## src/rtl/core_pipe_ff_pkg.sv

```systemverilog
// -----------------------------------------------------------------------------
// core_pipe_ff_pkg
// Shared helpers for the elastic register pipeline.
//   stage_en : the enable term of one stage in the bubble-collapsing chain.
//              A stage may load when it is empty or when the stage after it
//              is loading as well.
// -----------------------------------------------------------------------------
package core_pipe_ff_pkg;

    function automatic logic stage_en(input logic vld, input logic en_down);
        return (~vld) | en_down;
    endfunction

endpackage

```

## src/rtl/core_pipe_ff_stage.sv

```systemverilog
// -----------------------------------------------------------------------------
// core_pipe_stage
// One enable-gated pipeline stage holding a valid bit and a Bits-wide word.
// Ports:
//   clk_i   : clock, rising edge
//   rst_i   : synchronous active-high reset (clears valid, zeroes data)
//   flush_i : synchronous discard (clears valid, data untouched)
//   en_i    : stage load enable from the enable chain
//   vld_i   : upstream valid
//   dat_i   : upstream data
//   vld_o   : stage valid
//   dat_o   : stage data
// -----------------------------------------------------------------------------
module core_pipe_stage
    import core_pipe_ff_pkg::*;
#(
    parameter int Bits = 1
) (
    input  logic            clk_i,
    input  logic            rst_i,
    input  logic            flush_i,
    input  logic            en_i,
    input  logic            vld_i,
    input  logic [Bits-1:0] dat_i,
    output logic            vld_o,
    output logic [Bits-1:0] dat_o
);

    logic            r_vld;
    logic [Bits-1:0] r_dat;

    // Stage state: reset beats flush, flush beats the handshake.
    always_ff @(posedge clk_i) begin
        if (rst_i) begin
            r_vld <= 1'b0;
            r_dat <= '0;
        end else if (flush_i) begin
            r_vld <= 1'b0;
        end else if (en_i) begin
            r_vld <= vld_i;
            // Data only moves with a valid entry, so bubbles do not toggle it.
            if (vld_i) begin
                r_dat <= dat_i;
            end
        end
    end

    assign vld_o = r_vld;
    assign dat_o = r_dat;

endmodule

```

## src/rtl/core_pipe_ff.sv

```systemverilog
// -----------------------------------------------------------------------------
// core_pipe_ff
// Elastic register pipeline of Depth stages, Bits wide, with valid/ready
// handshake, bubble collapsing, synchronous flush and occupancy count.
// Ports:
//   clk_i   : clock, rising edge
//   rst_i   : synchronous active-high reset
//   flush_i : synchronous discard of all held entries
//   valid_i : upstream valid          ready_o : pipeline accepts data_i
//   data_i  : upstream data
//   valid_o : data_o is valid         ready_i : downstream accepts data_o
//   data_o  : data of the output-side stage
//   count_o : number of valid stages (from registers only)
// -----------------------------------------------------------------------------
module core_pipe_ff
    import core_pipe_ff_pkg::*;
#(
    parameter  int Bits      = 1,
    parameter  int Depth     = 2,
    localparam int CountBits = $clog2(Depth + 1)
) (
    input  logic                 clk_i,
    input  logic                 rst_i,
    input  logic                 flush_i,
    input  logic                 valid_i,
    output logic                 ready_o,
    input  logic [Bits-1:0]      data_i,
    output logic                 valid_o,
    input  logic                 ready_i,
    output logic [Bits-1:0]      data_o,
    output logic [CountBits-1:0] count_o
);

    logic [Depth:0]                w_en;
    logic [Depth-1:0]              w_vld;
    logic [Depth-1:0][Bits-1:0]    w_dat;
    logic [Depth-1:0]              w_up_vld;
    logic [Depth-1:0][Bits-1:0]    w_up_dat;
    logic [CountBits-1:0]          w_count;

    // Enable chain, output side first: an empty stage always loads, so
    // bubbles are squeezed out even while the output is stalled.
    always_comb begin
        w_en        = '0;
        w_en[Depth] = ready_i;
        for (int s = Depth - 1; s >= 0; s--) begin
            w_en[s] = stage_en(w_vld[s], w_en[s+1]);
        end
    end

    for (genvar s = 0; s < Depth; s++) begin : g_stage
        if (s == 0) begin : g_head
            assign w_up_vld[s] = valid_i;
            assign w_up_dat[s] = data_i;
        end else begin : g_body
            assign w_up_vld[s] = w_vld[s-1];
            assign w_up_dat[s] = w_dat[s-1];
        end

        core_pipe_stage #(
            .Bits (Bits)
        ) u_stage (
            .clk_i   (clk_i),
            .rst_i   (rst_i),
            .flush_i (flush_i),
            .en_i    (w_en[s]),
            .vld_i   (w_up_vld[s]),
            .dat_i   (w_up_dat[s]),
            .vld_o   (w_vld[s]),
            .dat_o   (w_dat[s])
        );
    end

    // Occupancy: population count of the stage valid registers.
    always_comb begin
        w_count = '0;
        for (int s = 0; s < Depth; s++) begin
            w_count = w_count + CountBits'(w_vld[s]);
        end
    end

    // Flush masks both handshakes so no transfer happens in the flush cycle.
    assign ready_o = w_en[0] & ~flush_i;
    assign valid_o = w_vld[Depth-1] & ~flush_i;
    assign data_o  = w_dat[Depth-1];
    assign count_o = w_count;

endmodule

```

## config.mk

```make
export PLATFORM = sky130hd
export DESIGN_NAME = core_pipe_ff
export DESIGN_NICKNAME = d
export VERILOG_FILES = /design/src/rtl/core_pipe_ff_pkg.sv /design/src/rtl/core_pipe_ff_stage.sv /design/src/rtl/core_pipe_ff.sv
export SDC_FILE = /design/constraint.sdc
export NUM_CORES = 1
export LEC_CHECK = 0
export ABC_AREA = 1
export CORE_AREA = 5 5 42 44
export CTS_BUF_LIST = sky130_fd_sc_hd__clkbuf_8
export DETAILED_ROUTE_END_ITERATION = 16
export DIE_AREA = 0 0 47 49
export SETUP_SLACK_MARGIN = 0.3
export SYNTH_ARGS = -nofsm -noshare
export SYNTH_HDL_FRONTEND = slang
export SYNTH_HIERARCHICAL = 1
export SYNTH_SLANG_ARGS = --single-unit
export TNS_END_PERCENT = 50
```

## constraint.sdc

```tcl
create_clock -name clk_i -period 0.91 [get_ports clk_i]
set_input_delay 0.273 -clock clk_i [delete_from_list [all_inputs] [get_ports clk_i]]
set_output_delay 0.273 -clock clk_i [all_outputs]
set_load 0.01 [all_outputs]
```

=== Word level (Yosys, flattened, before mapping) ===
Cells that the tools add are included.

* Register bits after elaboration: 4
* Bits in latches: 0
* RAM bits: 0
* Memory bits (read-only): 0
* Output and inout bits: 5
* Logic and storage cells: 15
* Memories kept: 0

* Add/subtract/negate cells: 1
* Multipliers: 0
* Div/mod/pow operators: 0
* $lt $le $gt $ge: 0
* Equal/unequal tests: 0
* Shift operators: 0
* Multiplexer cells: 0
* Bitwise operators: 7
* Reductions and logical operators: 3

{| class="wikitable"
|+ Operators by type and width
! operator !! count
|-
| $reduce_and A3 Y1 || 2
|-
| $not A1 Y1 || 3
|-
| $add A1 B1 Y2 || 1
|-
| $and A1 B1 Y1 || 2
|-
| $or A1 B1 Y1 || 2
|-
| $reduce_or A2 Y1 || 1
|}

=== Logic depth before layout (Yosys ltp) ===
* Depth in word-level cells: 4
* Gate-level depth with buffers: 6
* Mapped depth without buffers: 6

=== Modules after synthesis ===
Netlist, hierarchy kept.

{| class="wikitable"
|+ By module, submodules not included
! module !! times used !! cells an instance !! area each (sq um)
|-
| core_pipe_stage || 2 || 15 || 96.3
|-
| core_pipe_ff || 1 || 9 || 48.8
|}

=== Least setup slack after synthesis ===
Ideal clock, no wire load.

* Path kind: reg-to-output
* Start: reg g_stage[0].u_stage.r_vld
* End: out count_o[0]
* Arrival time: 664 ps
* Data required time: 637 ps
* Slack: -27 ps
* Cell stages (with the launch flop): 2
* Cell sequence: dfxtp_1 > ha_1

* Cells in the longest elaborated chain, start to end: 1

{| class="wikitable"
|+ Ends and longest elaborated chain
! item !! line !! source
|-
| start: declaration || core_pipe_ff_stage.sv:29 || <nowiki>logic r_vld;</nowiki>
|-
| start signal: assignment || core_pipe_ff_stage.sv:40 || <nowiki>r_vld <= vld_i;</nowiki>
|-
| $add A1 B1 Y2 || core_pipe_ff.sv:78 || <nowiki>w_count = w_count + CountBits'(w_vld[s]);</nowiki>
|-
| end: declaration || core_pipe_ff.sv:31 || <nowiki>output logic [CountBits-1:0] count_o</nowiki>
|}

No other way between the ends.

=== Final worst setup path ===
* Start: reg g_stage[1].u_stage.r_vld
* End: out count_o[0]

* Cells in the longest elaborated chain, start to end: 1

{| class="wikitable"
|+ Ends and longest elaborated chain
! item !! line
|-
| start: declaration || core_pipe_ff_stage.sv:29
|-
| start signal: assignment || core_pipe_ff_stage.sv:40
|-
| $add A1 B1 Y2 || core_pipe_ff.sv:78
|}

No other way between the ends.

==> run_results.csv <==
group,metric,value,unit
sta,worst_slew_pin_slew,139,ps
power,ir_worst_vdd,635,uV
worst_setup_path,crit_path_top_delay_cell,"dfxtp_4",
worst_setup_path,start_kind,"flop",
global_route,antenna_found_initial,0,
clock_network,numCtsBuffers,3,
sta,finalHoldViolations,0,
worst_setup_path,crit_family,"flip-flops",
die,rows,14,
global_route,grt_overflow,0,
finish,final_nets,65,
clock_network,clkTransAtPathRegs,30,ps
worst_hold_path,hold_class,"reg -> reg",
placed_design,dp_worst_setup_slack,-875,ps
drt,vias_per_cell,3.61,
drt,ant_nets,0,
sta,post-route-period-util,132,%
status,violations,"negative setup slack",
power,finalPower,0.643,mW
worst_setup_path,cp_max_fo,5,
worst_setup_path,crit_chain,"ha_4 -> buf_6",
finish,syn2layout_area_growth,88.1,%
worst_setup_path,worstPathArrival,920,ps
drt,firstDrtPassIters,2,
synth,synth_area_leaders,"dfxtp_1 33%, inv_1 19%, nand2_1 19%",
die,die_h,49,um
clock_network,root_buffer,"clkbuf_8",
drt,routed_wl,599,um
power,p_leak,0.246,nW
clock_network,cts.sinks,4,
status,status,"complete, but fails checks",
synth,synth_largest_area_cell,"dfxtp_1",
clock_network,tritoncts,"built",
sta,skew,3.35,ps
sta,rsz0062_at_grt,"yes",
sta,fin_ws,-287,ps
synth,syn_area_per_cell,6.19,sq um
worst_setup_path,cp-end-kind,"primary output",
worst_setup_path,cpPeakStageDelay,360,ps
finish,fin_cells,72,
synth,ys_seq_area_share,33.2,%
synth,netlist.area_leader.share,33.2,%
synth,syn_area,241,sq um
global_route,grt_pass1_vias,238,
drt,initialDrtViolationCount,5,
worst_setup_path,path_buf_inv,1,
drt,drc,0,
drt,wl_per_cell,8.32,um
worst_setup_path,cp.required,640,ps
sta,setup-tns-final,-957,ps
clock_network,clk_path_buf_depth,2,
finish,drive_above_1_share,41.1,%
die,initial_utilization,17.2,%
die,io_pins,11,
synth,ys_ff_latch,4,
synth,synthCells,39,
finish,utilization,32.4,%
worst_setup_path,r2r_slack,-10,ps
synth,syn_nets,46,
die,die-area,2300,sq um
placed_design,post_dp_cell_area,402,sq um
sta,slew_headroom,90.7,%
die,core,1400,sq um
global_route,grt_max_degree,6,
worst_setup_path,crit_type,"reg -> out",
global_route,grt_use_total,6.48,%
sta,setup_violations,5,
flow_run,maxCapViolations,0,
finish,stdcell_area,454,sq um
die,die_w,47,um
synth,synth_cell_type_count,7,
placed_design,placed_cells,68,
clock_network,htreeDepth,1,
sta,min_period,1200,ps
sta,max_freq,836,MHz
power,power.density,1420,nW/um^2
sta,slew_violations,0,
drt,via_count,260,
sta,whs,482,ps
placed_design,hpwl,480,um
placed_design,port_buffers,10,
clock_network,insertion_delay,210,ps
global_route,grt_pass1_wl,972,um
finish,antenna_cells,0,
finish,layout_commonest_cell,"nand2_1",
placed_design,gp_congestion,0.713,
finish,final_cell_mix,"11 x nand2_1, 10 x inv_1, 4 x nor2_1, 4 x buf_4, 4 x buf_6",
synth,yosys_warnings,6,
-- cell type report --
class	instances	area, sq um
clock buffer	3	41.3
fill	160	947
inverter	12	45.0
multi-input combinational	23	134
sequential	4	86.3
tap	16	20.0
timing repair buffer	14	128
-- worst paths after layout --
kind,start,to,cells after the start
setup / recovery,g_stage[1].u_stage/vld_o,count_o[0],2
hold / removal,g_stage[0].u_stage/dat_o,g_stage[1].u_stage/dat_o,2
setup reg to reg,g_stage[1].u_stage/vld_o,g_stage[0].u_stage/dat_o,6
hold reg to reg,g_stage[0].u_stage/dat_o,g_stage[1].u_stage/dat_o,2
-- state kept, by name (all words and copies together) (netlist names) --
name,cells
g_stage.u_stage/vld_o,2
g_stage.u_stage/dat_o,2
-- tightest hold or removal path, stage by stage, from the launching register on --
cell	delay [ps]
dfxtp_1	300
nor2_1	100
nor2_1	50
-- cell usage after synthesis --
cell and instances:
ha_1 1, dfxtp_1 4, nor2_1 5, nand2_1 12, nand3_2 3, inv_1 12
a21oi_1 2
-- layer usage --
| metal | track usage (%) | share of wire, % | vias to the layer above |
|---|---|---|---|
| li1 | - | - | 145 |
| met1 | 5.71 | 42 | 111 |
| met2 | 9.50 | 53 | 4 |
| met3 | 5.54 | 5.0 | 0 |
| met4 | 4.15 | 0 | 0 |
| met5 | 0 | 0 | - |
-- power breakdown --
group / internal, mW / total (mW) / switching, mW
Combinational: 0.0488 / 0.0866 / 0.0378
Clock: 0.282 / 0.368 / 0.0863
Sequential: 0.182 / 0.189 / 0.00644
Total: 0.512 / 0.643 / 0.131
-- what timing repair did --
item / in CTS / in global routing
setup endpoints to repair: 9 / 9
buffers inserted: 1 / 0
cloned: 0 / 0
resized for setup: 29 / 2
hold buffers: 0 / 0
pin swaps: 4 / 0
-- cells by family (layout without fill, tap and decap cells) --
kind of cell	after synthesis	in the layout	synth area share [%]
buffers and inverters	12	29	18.7
adders and majority gates	1	1	5.18
AOI/OAI and AO/OA	2	2	4.15
and+or+nand+nor	20	20	38.9
DFF	4	4	33.2
Power figures use the tool's default switching activity.
